## config.mk

```make
export PLATFORM = sky130hd
export DESIGN_NAME = mem_bus_arbiter
export DESIGN_NICKNAME = d
export VERILOG_FILES = /design/src/rtl/arbiter_pkg.sv /design/src/rtl/dma_access_timer.sv /design/src/rtl/mem_bus_arbiter.sv
export SDC_FILE = /design/constraint.sdc
export NUM_CORES = 1
export LEC_CHECK = 0
export CORE_ASPECT_RATIO = 1.2
export CORE_MARGIN = 4
export CORE_UTILIZATION = 29
export CTS_CLUSTER_SIZE = 30
export DETAILED_ROUTE_END_ITERATION = 10
export PLACE_DENSITY = 0.84
export SLEW_MARGIN = 15
export SYNTH_ARGS = -nofsm -noshare
export SYNTH_HDL_FRONTEND = slang
export SYNTH_HIERARCHICAL = 1
export SYNTH_SLANG_ARGS = --single-unit
```

## constraint.sdc

```tcl
create_clock -name clk -period 5.2 [get_ports clk]
set_clock_uncertainty 0.05 [all_clocks]
set_input_delay 1.56 -clock clk [delete_from_list [all_inputs] [get_ports clk]]
set_output_delay 1.56 -clock clk [all_outputs]
set_load 0.02 [all_outputs]
```

## src/rtl/arbiter_pkg.sv

```systemverilog
// Shared types and counter widths for the CPU/DMA memory bus arbiter.
package arbiter_pkg;

  typedef enum logic [1:0] {
    CPU_OWN,
    DMA_XFER,
    YIELD
  } arb_state_t;

  localparam int unsigned BURST_W = 4;
  localparam int unsigned WAIT_W  = 3;

endpackage

```

## src/rtl/dma_access_timer.sv

```systemverilog
// Wait-state and burst-length counters for DMA accesses.
// accessDone marks the last cycle of an access; burstDone means no further access fits the grant.
module dma_access_timer
  import arbiter_pkg::*;
#(
  parameter int unsigned MAX_BURST   = 4,
  parameter int unsigned WAIT_STATES = 0
) (
  input  logic clk_i,
  input  logic rst_ni,
  input  logic load_i,
  input  logic next_i,
  input  logic step_i,
  output logic access_done_o,
  output logic burst_done_o
);

  localparam logic [WAIT_W-1:0]  WaitLoad = WAIT_W'(WAIT_STATES);
  localparam logic [BURST_W:0]   MaxBurst = (BURST_W + 1)'(MAX_BURST);

  logic [WAIT_W-1:0]  wait_cnt_q, wait_cnt_d;
  logic [BURST_W-1:0] burst_cnt_q, burst_cnt_d;
  logic [BURST_W:0]   burst_next;

  // One bit wider so the +1 comparison cannot overflow.
  assign burst_next    = {1'b0, burst_cnt_q} + (BURST_W + 1)'(1);
  assign access_done_o = (wait_cnt_q == '0);
  assign burst_done_o  = (burst_next >= MaxBurst);

  always_comb begin
    wait_cnt_d  = wait_cnt_q;
    burst_cnt_d = burst_cnt_q;
    if (load_i) begin
      burst_cnt_d = '0;
      wait_cnt_d  = WaitLoad;
    end else if (next_i) begin
      burst_cnt_d = burst_cnt_q + BURST_W'(1);
      wait_cnt_d  = WaitLoad;
    end else if (step_i && (wait_cnt_q != '0)) begin
      wait_cnt_d  = wait_cnt_q - WAIT_W'(1);
    end
  end

  always_ff @(posedge clk_i) begin
    if (!rst_ni) begin
      wait_cnt_q  <= '0;
      burst_cnt_q <= '0;
    end else begin
      wait_cnt_q  <= wait_cnt_d;
      burst_cnt_q <= burst_cnt_d;
    end
  end

endmodule

```

## src/rtl/mem_bus_arbiter.sv

```systemverilog
// Shares the external memory bus between the CPU and one DMA requester.
// The CPU is stalled only on read cycles; each DMA burst is followed by a forced CPU cycle.
module mem_bus_arbiter
  import arbiter_pkg::*;
#(
  parameter int unsigned MAX_BURST   = 4,
  parameter int unsigned WAIT_STATES = 0
) (
  input  logic        clk,
  input  logic        nrst,
  input  logic        extReady,
  input  logic [15:0] cpuAddress,
  input  logic [7:0]  cpuDataOut,
  input  logic        cpuReadNotWrite,
  output logic        cpuReady,
  output logic [7:0]  cpuDataIn,
  input  logic        dmaRequest,
  input  logic [15:0] dmaAddress,
  input  logic [7:0]  dmaWriteData,
  input  logic        dmaWrite,
  output logic        dmaGrant,
  output logic        dmaAck,
  output logic [7:0]  dmaReadData,
  output logic [15:0] memAddress,
  output logic [7:0]  memWriteData,
  output logic        memWriteEnable,
  input  logic [7:0]  memReadData
);

  arb_state_t state_q, state_d;
  logic       load, next_acc, step;
  logic       access_done, burst_done;

  dma_access_timer #(
    .MAX_BURST  (MAX_BURST),
    .WAIT_STATES(WAIT_STATES)
  ) u_timer (
    .clk_i        (clk),
    .rst_ni       (nrst),
    .load_i       (load),
    .next_i       (next_acc),
    .step_i       (step),
    .access_done_o(access_done),
    .burst_done_o (burst_done)
  );

  always_comb begin
    state_d  = state_q;
    load     = 1'b0;
    next_acc = 1'b0;
    step     = 1'b0;
    unique case (state_q)
      CPU_OWN: begin
        // CPU writes are never stalled, so the grant waits for a read cycle.
        if (dmaRequest && cpuReadNotWrite) begin
          state_d = DMA_XFER;
          load    = 1'b1;
        end
      end
      DMA_XFER: begin
        if (!access_done) begin
          step = 1'b1;
        end else if (dmaRequest && !burst_done) begin
          next_acc = 1'b1;
        end else begin
          state_d = YIELD;
        end
      end
      YIELD:   state_d = CPU_OWN;
      default: state_d = CPU_OWN;
    endcase
  end

  always_ff @(posedge clk) begin
    if (!nrst) begin
      state_q <= CPU_OWN;
    end else begin
      state_q <= state_d;
    end
  end

  always_comb begin
    dmaGrant       = (state_q == DMA_XFER);
    dmaAck         = dmaGrant && access_done;
    cpuReady       = extReady && !dmaGrant;
    memAddress     = dmaGrant ? dmaAddress : cpuAddress;
    memWriteData   = dmaGrant ? dmaWriteData : cpuDataOut;
    // One write strobe per DMA access, issued in its final cycle.
    memWriteEnable = dmaGrant ? (dmaWrite && access_done) : !cpuReadNotWrite;
    cpuDataIn      = memReadData;
    dmaReadData    = memReadData;
  end

endmodule

```

# After elaboration in Yosys (flattened, before gate mapping)

Index checks and enable logic that the tools add are counted.

Add/subtract/negate cells: 3
$lt $le $gt $ge: 1
Eq/ne operators: 4
Mux-type cells: 14
Bitwise gates (word level): 1
Reduce and logical (&&, ||, !) cells: 15

Operator list:

| cell                                                                    | count |
|---|---|
| 16-bit 2-to-1 mux                                                       | 1 |
| 1-bit 2-to-1 mux                                                        | 8 |
| 8-bit 2-to-1 mux                                                        | 1 |
| 1-bit logical AND                                                       | 6 |
| 2-bit 2-to-1 mux                                                        | 3 |
| 4-bit by 1-bit adder with 5-bit output, second input constant           | 1 |
| 5-bit by 3-bit >= comparator with 1-bit output, second input constant   | 1 |
| 4-bit by 1-bit adder with 4-bit output, second input constant           | 1 |
| 2-bit inequality test, second input constant                            | 2 |
| 2-bit case mux with 2 select lines                                      | 1 |
| 1-bit logical NOT                                                       | 3 |
| 3-bit logical NOT                                                       | 1 |
| 3-bit AND reduction                                                     | 1 |
| 3-bit nonzero test                                                      | 1 |
| 3-bit OR reduction                                                      | 1 |
| 3-bit by 1-bit subtractor with 3-bit output, second input constant      | 1 |
| 2-bit by 1-bit equality test with 1-bit output, second input constant   | 1 |
| 2-bit logical NOT                                                       | 1 |
| 2-bit by 1-bit inequality test with 1-bit output, second input constant | 1 |
| 2-bit OR reduction                                                      | 1 |
| 1-bit inverter                                                          | 1 |

Register bits after elaboration: 9
Input bits: 62
Output and inout bits: 44
Word-level logic and storage cells: 41

# Depth between registers and ports, before layout

Word-level depth: 8
Gate-level depth with buffers: 10
Gate-level depth less buffers: 9

# Hierarchy

The synthesis kept the hierarchy.

By module, submodules not included:

| module           | times used | cells each | area each (um^2) | seq. area each (um^2) |
|---|---|---|---|---|
| mem_bus_arbiter  | 1          | 110        | 558.0            | 40.0 |
| dma_access_timer | 1          | 37         | 364.1            | 140.1 |

# Worst setup path before layout

Ideal clock, no wire load.

Path kind: input to output
From: input port dmaWrite
To: output port memWriteEnable
Arrival time: 1.960 ns
Required time: 3.590 ns
Slack: 1.630 ns
Stages on the path: 2
Buffers on the path: 0
Cell sequence: a21oi_1 a21oi_1

Longest elaborated chain between the ends: 2

RTL lines:

| element           | line                  | text |
|---|---|---|
| start, declared   | mem_bus_arbiter.sv:20 | `input logic dmaWrite,` |
| 1-bit logical AND | mem_bus_arbiter.sv:89 | `memWriteEnable = dmaGrant ? (dmaWrite && access_done) : !cpuReadNotWrite;` |
| 1-bit 2-to-1 mux  | mem_bus_arbiter.sv:89 |  |
| end, declared     | mem_bus_arbiter.sv:26 | `output logic memWriteEnable,` |

Every way passes these cells.

# Worst setup path in the final report

Same ends and word-level chain as after synthesis.

==> results.md <==
- The flow ran to the end, and the final reports show no timing, DRC or antenna violations.
- Subtracting the final worst setup slack from the clock period gives 4.43 ns.
- The mean cell area of the mapped netlist is ~6.3 um^2.
- The total congestion overflow after global routing is 0.
- Gates resized during post-CTS repair numbered 0.
- The fraction of synthesized cell area taken by the top area cell type is between 30% and 40%.
- The die is about 70 um tall.
- The portion of the clock cycle consumed by the worst path in the final layout is between 80% and 90%.
- After technology mapping, the gate count stands at 147.
- The initial antenna violation count came to 0.
- The critical path is of the in -> out type.
- The number of nets with antenna violations after routing is 0.
- The synthesized net count is approximately 210.
- The end of the worst hold path is u_timer/burst_cnt_q[3]$_SDFFE_PP0P_.
- The number of antenna diodes in the final layout is 0.
- The reg2reg setup slack is just over 3 ns.
- STA classifies the critical path endpoint as an output port.
- Setup repair after global routing left no endpoint under its margin.
- The total leakage power is 0.720 nW.
- The post-synthesis xor/xnor area fraction is under 10%.
- Using the TritonRoute via totals, the vias-per-cell ratio works out to 4.36.
- The delay of the slowest cell on the worst path is about 0.62 ns.
- The total count of hold-check failures in the final report came to 0.
- In this run the power density over the cells is about 160 nW/um^2.
- In this run the most critical hold path is launched from u_timer/burst_cnt_q[3]$_SDFFE_PP0P_.
- The most common cell after layout, fill and taps aside is sky130_fd_sc_hd__clkdlybuf4s50_1.
- The region available for standard cell placement spans slightly above 3000 um^2.
- The cell count of the worst hold path is 2.
- The area fraction in compound gates after synthesis is 7.06%.
- The number of buffers inserted during clock tree synthesis is 3.
- Summed over all failing endpoints, the final setup total negative slack is 0 ns.
- The number of global-route vias before repair is between 1000 and 1500.
- Across the VDD grid, the largest voltage drop is about 0.11 mV.
- Cells with a size suffix above 1 make up about 5.2% of the layout.
- The first TritonRoute pass finished after 4 iterations.
- The worst hold path class is reg -> reg.
- The startpoint of the lowest-slack register-to-register path is state_q[0]$_SDFFE_PN0P_.
- Along the worst path, the maximum fanout reaches 1.
- After detailed routing, the total wire length is 2740 um.
- Compared with the post-synthesis result, the final layout area differs by 77.5%.
- The worst-skew pair later-pin latency is approximately 0.26 ns.
- After layout, the design draws a total of about 0.26 mW.
- The row count is 22.
- The effective utilization at floorplan is 30.2%.
- The boundary pin count is roughly 110.
- Among all stages on the critical path, the largest delay is contributed by sky130_fd_sc_hd__clkdlybuf4s50_1.
- The routed via count is ~1100.
- The data arrival time of the critical path is about 2.8 ns.
- For this design, the sink count on the clock tree is 9.
- The residual DRC count is 0.
- The number of max-capacitance violations reported is 0.
- The critical path goes through clkdlybuf4s50_1 -> a21oi_1 -> a21oi_1 -> clkdlybuf4s50_1.
- Hold repair after CTS inserted 0 buffers.
- The clock root buffer is sky130_fd_sc_hd__clkbuf_4.
- At the pin with the least slew margin, the transition time is ~0.56 ns.
- Yosys attributes the largest share of cell area to sky130_fd_sc_hd__nand2_1, sky130_fd_sc_hd__dfxtp_1, sky130_fd_sc_hd__buf_4.
- The required time at the endpoint of the critical path is ~3.6 ns.
- Of the total synthesized cell area, the portion taken by full adders, half adders and majority gates is under 10%.
- In this run the horizontal extent of the chip is 59.5 um.
- The largest total area in the synthesized netlist belongs to sky130_fd_sc_hd__nand2_1.
- In the final routed layout, each cell accounts on average for about 11 um.
- The number of I/O port buffers is just over 80.
- The netlist uses 25 different library cells.
- After the first detailed-routing iteration, the DRC count stood at 56.
- The combined area of all synthesized cells is just over 900 um^2.
- The multiplexer share of the synthesized area is under 10%.
- The die covers 4150 um^2.
- In this run the number of H-tree levels came out at 1.
- The warning count from the yosys run is 6.
- The endpoint identified for the worst register-to-register timing path is u_timer/burst_cnt_q[3]$_SDFFE_PP0P_.
- In this run the tightest slew margin relative to its limit is between 60% and 70%.
- Counting along the longest clock path gives a buffer depth of 2.
- The combinational family with the most area after synthesis is simple AND/OR/NAND/NOR gates.
- The final net count is roughly 280.
- The wire length of the first global-routing pass is 4370 um.
- The sequential area share after synthesis is around a fifth.
- Setup violations remaining at the end of the flow were counted as 0.
- The final max-slew violation count is 0.
- The synthesized netlist devotes a little over two fifths of its cell area to simple gates.
- Once detailed placement completed, the half-perimeter wirelength came to between 2000 and 2500 um.
- Static timing analysis puts the maximum clock frequency at between 200 and 250 MHz.
- The count of state elements after synthesis is 9.
- The largest net degree at the start of global routing is 31.
- The depth of the worst register-to-register path is 7.
- Post-CTS timing repair inserted 0 buffers for setup.
- The overall fraction of global-route tracks in use is between 10% and 20%.
- Hold is met by 0.465 ns.
- The worst setup path is launched from a primary input.
- In the layout the commonest cells are sky130_fd_sc_hd__clkdlybuf4s50_1, sky130_fd_sc_hd__nand2_1, sky130_fd_sc_hd__dfxtp_1.
- At the end of routability-driven placement, the weighted congestion stood at between 0.7 and 0.8.
- The clock tree from TritonCTS is yes.
- The clock-pin slew reported for the worst setup and hold paths after clock tree synthesis is around 0.06 ns.
==> kinds of logic after synthesis <==
| kind of cell | after synthesis |
|---|---|
| flops | 9 |
| fa+ha+maj | 4 |
| mux | 1 |
| compound gates | 8 |
| buf+inv | 27 |
| xor+xnor | 4 |
| simple gates | 94 |
==> final cells by class <==
cell class / instances / area [um^2]
fill: 287 / 1420
timing repair buffer: 81 / 811
multi-input combinational: 111 / 553
sequential: 9 / 180
tap: 36 / 45.0
clock buffer: 4 / 26.3
inverter: 5 / 21.3
==> synthesized netlist by cell type <==
cell and count:
sky130_fd_sc_hd__inv_2 1, sky130_fd_sc_hd__mux2i_1 1, sky130_fd_sc_hd__inv_1 3, sky130_fd_sc_hd__buf_2 2
sky130_fd_sc_hd__nand2b_1 2, sky130_fd_sc_hd__nand2b_4 1, sky130_fd_sc_hd__nor2_2 2, sky130_fd_sc_hd__xnor2_1 2
sky130_fd_sc_hd__buf_6 2, sky130_fd_sc_hd__a21oi_1 4, sky130_fd_sc_hd__and2_1 1, sky130_fd_sc_hd__nor2_1 7
sky130_fd_sc_hd__ha_1 4, sky130_fd_sc_hd__dfxtp_1 9, sky130_fd_sc_hd__o21a_1 1, sky130_fd_sc_hd__o21bai_1 1
sky130_fd_sc_hd__nor3_1 2, sky130_fd_sc_hd__and3_1 1, sky130_fd_sc_hd__a2111oi_2 2, sky130_fd_sc_hd__nand2_1 76
sky130_fd_sc_hd__xor2_1 2, sky130_fd_sc_hd__nor2b_4 1, sky130_fd_sc_hd__buf_4 18, sky130_fd_sc_hd__inv_4 1
sky130_fd_sc_hd__nand4_1 1
==> worst max path at each step <==
stage	start	end	slack (ns)	cells past startpoint
floorplan	dmaWrite	memWriteEnable	1.63	2
global placement	dmaWrite	memWriteEnable	0.78	4
detailed placement	dmaWrite	memWriteEnable	0.76	4
CTS	dmaWrite	memWriteEnable	0.76	4
global route	dmaWrite	memWriteEnable	0.72	4
finish	dmaWrite	memWriteEnable	0.77	4
==> power by group <==
| group | internal (mW) | leakage [nW] | switching (mW) |
|---|---|---|---|
| sequential | 0.0699 | 0.0727 | 0.00110 |
| combinational | 0.0764 | 0.632 | 0.0574 |
| clock | 0.0296 | 0.0150 | 0.0252 |
| total | 0.176 | 0.720 | 0.0837 |
==> state kept, by name, indices dropped and copies added (netlist names) <==
name	cells
u_timer/burst_cnt_q	4
u_timer/wait_cnt_q	3
state_q	2
==> worst max-delay path, delay by kind of cell <==
family | cells | cell delay, ns
compound gates | 2 | 0.19
buf+inv | 2 | 1.07
==> metal layers <==
metal	wire length [um]	global-route usage (%)
met5	0	0
met4	134	9.57
met3	248	2.05
met2	1350	23.0
met1	1010	13.3
==> per-stage QoR <==
stage               setup slack (ns)  instances  instance area [um^2]  util, %
finish                         0.775        246                  1640     53.6
global route                   0.721        246                  1640     53.6
CTS                            0.763        246                  1640     53.6
detailed placement             0.762        242                  1610     52.7
global placement               0.780        242                  1610     52.7
floorplan                       1.63        147                   922        -
Power figures use the tool's default switching activity.
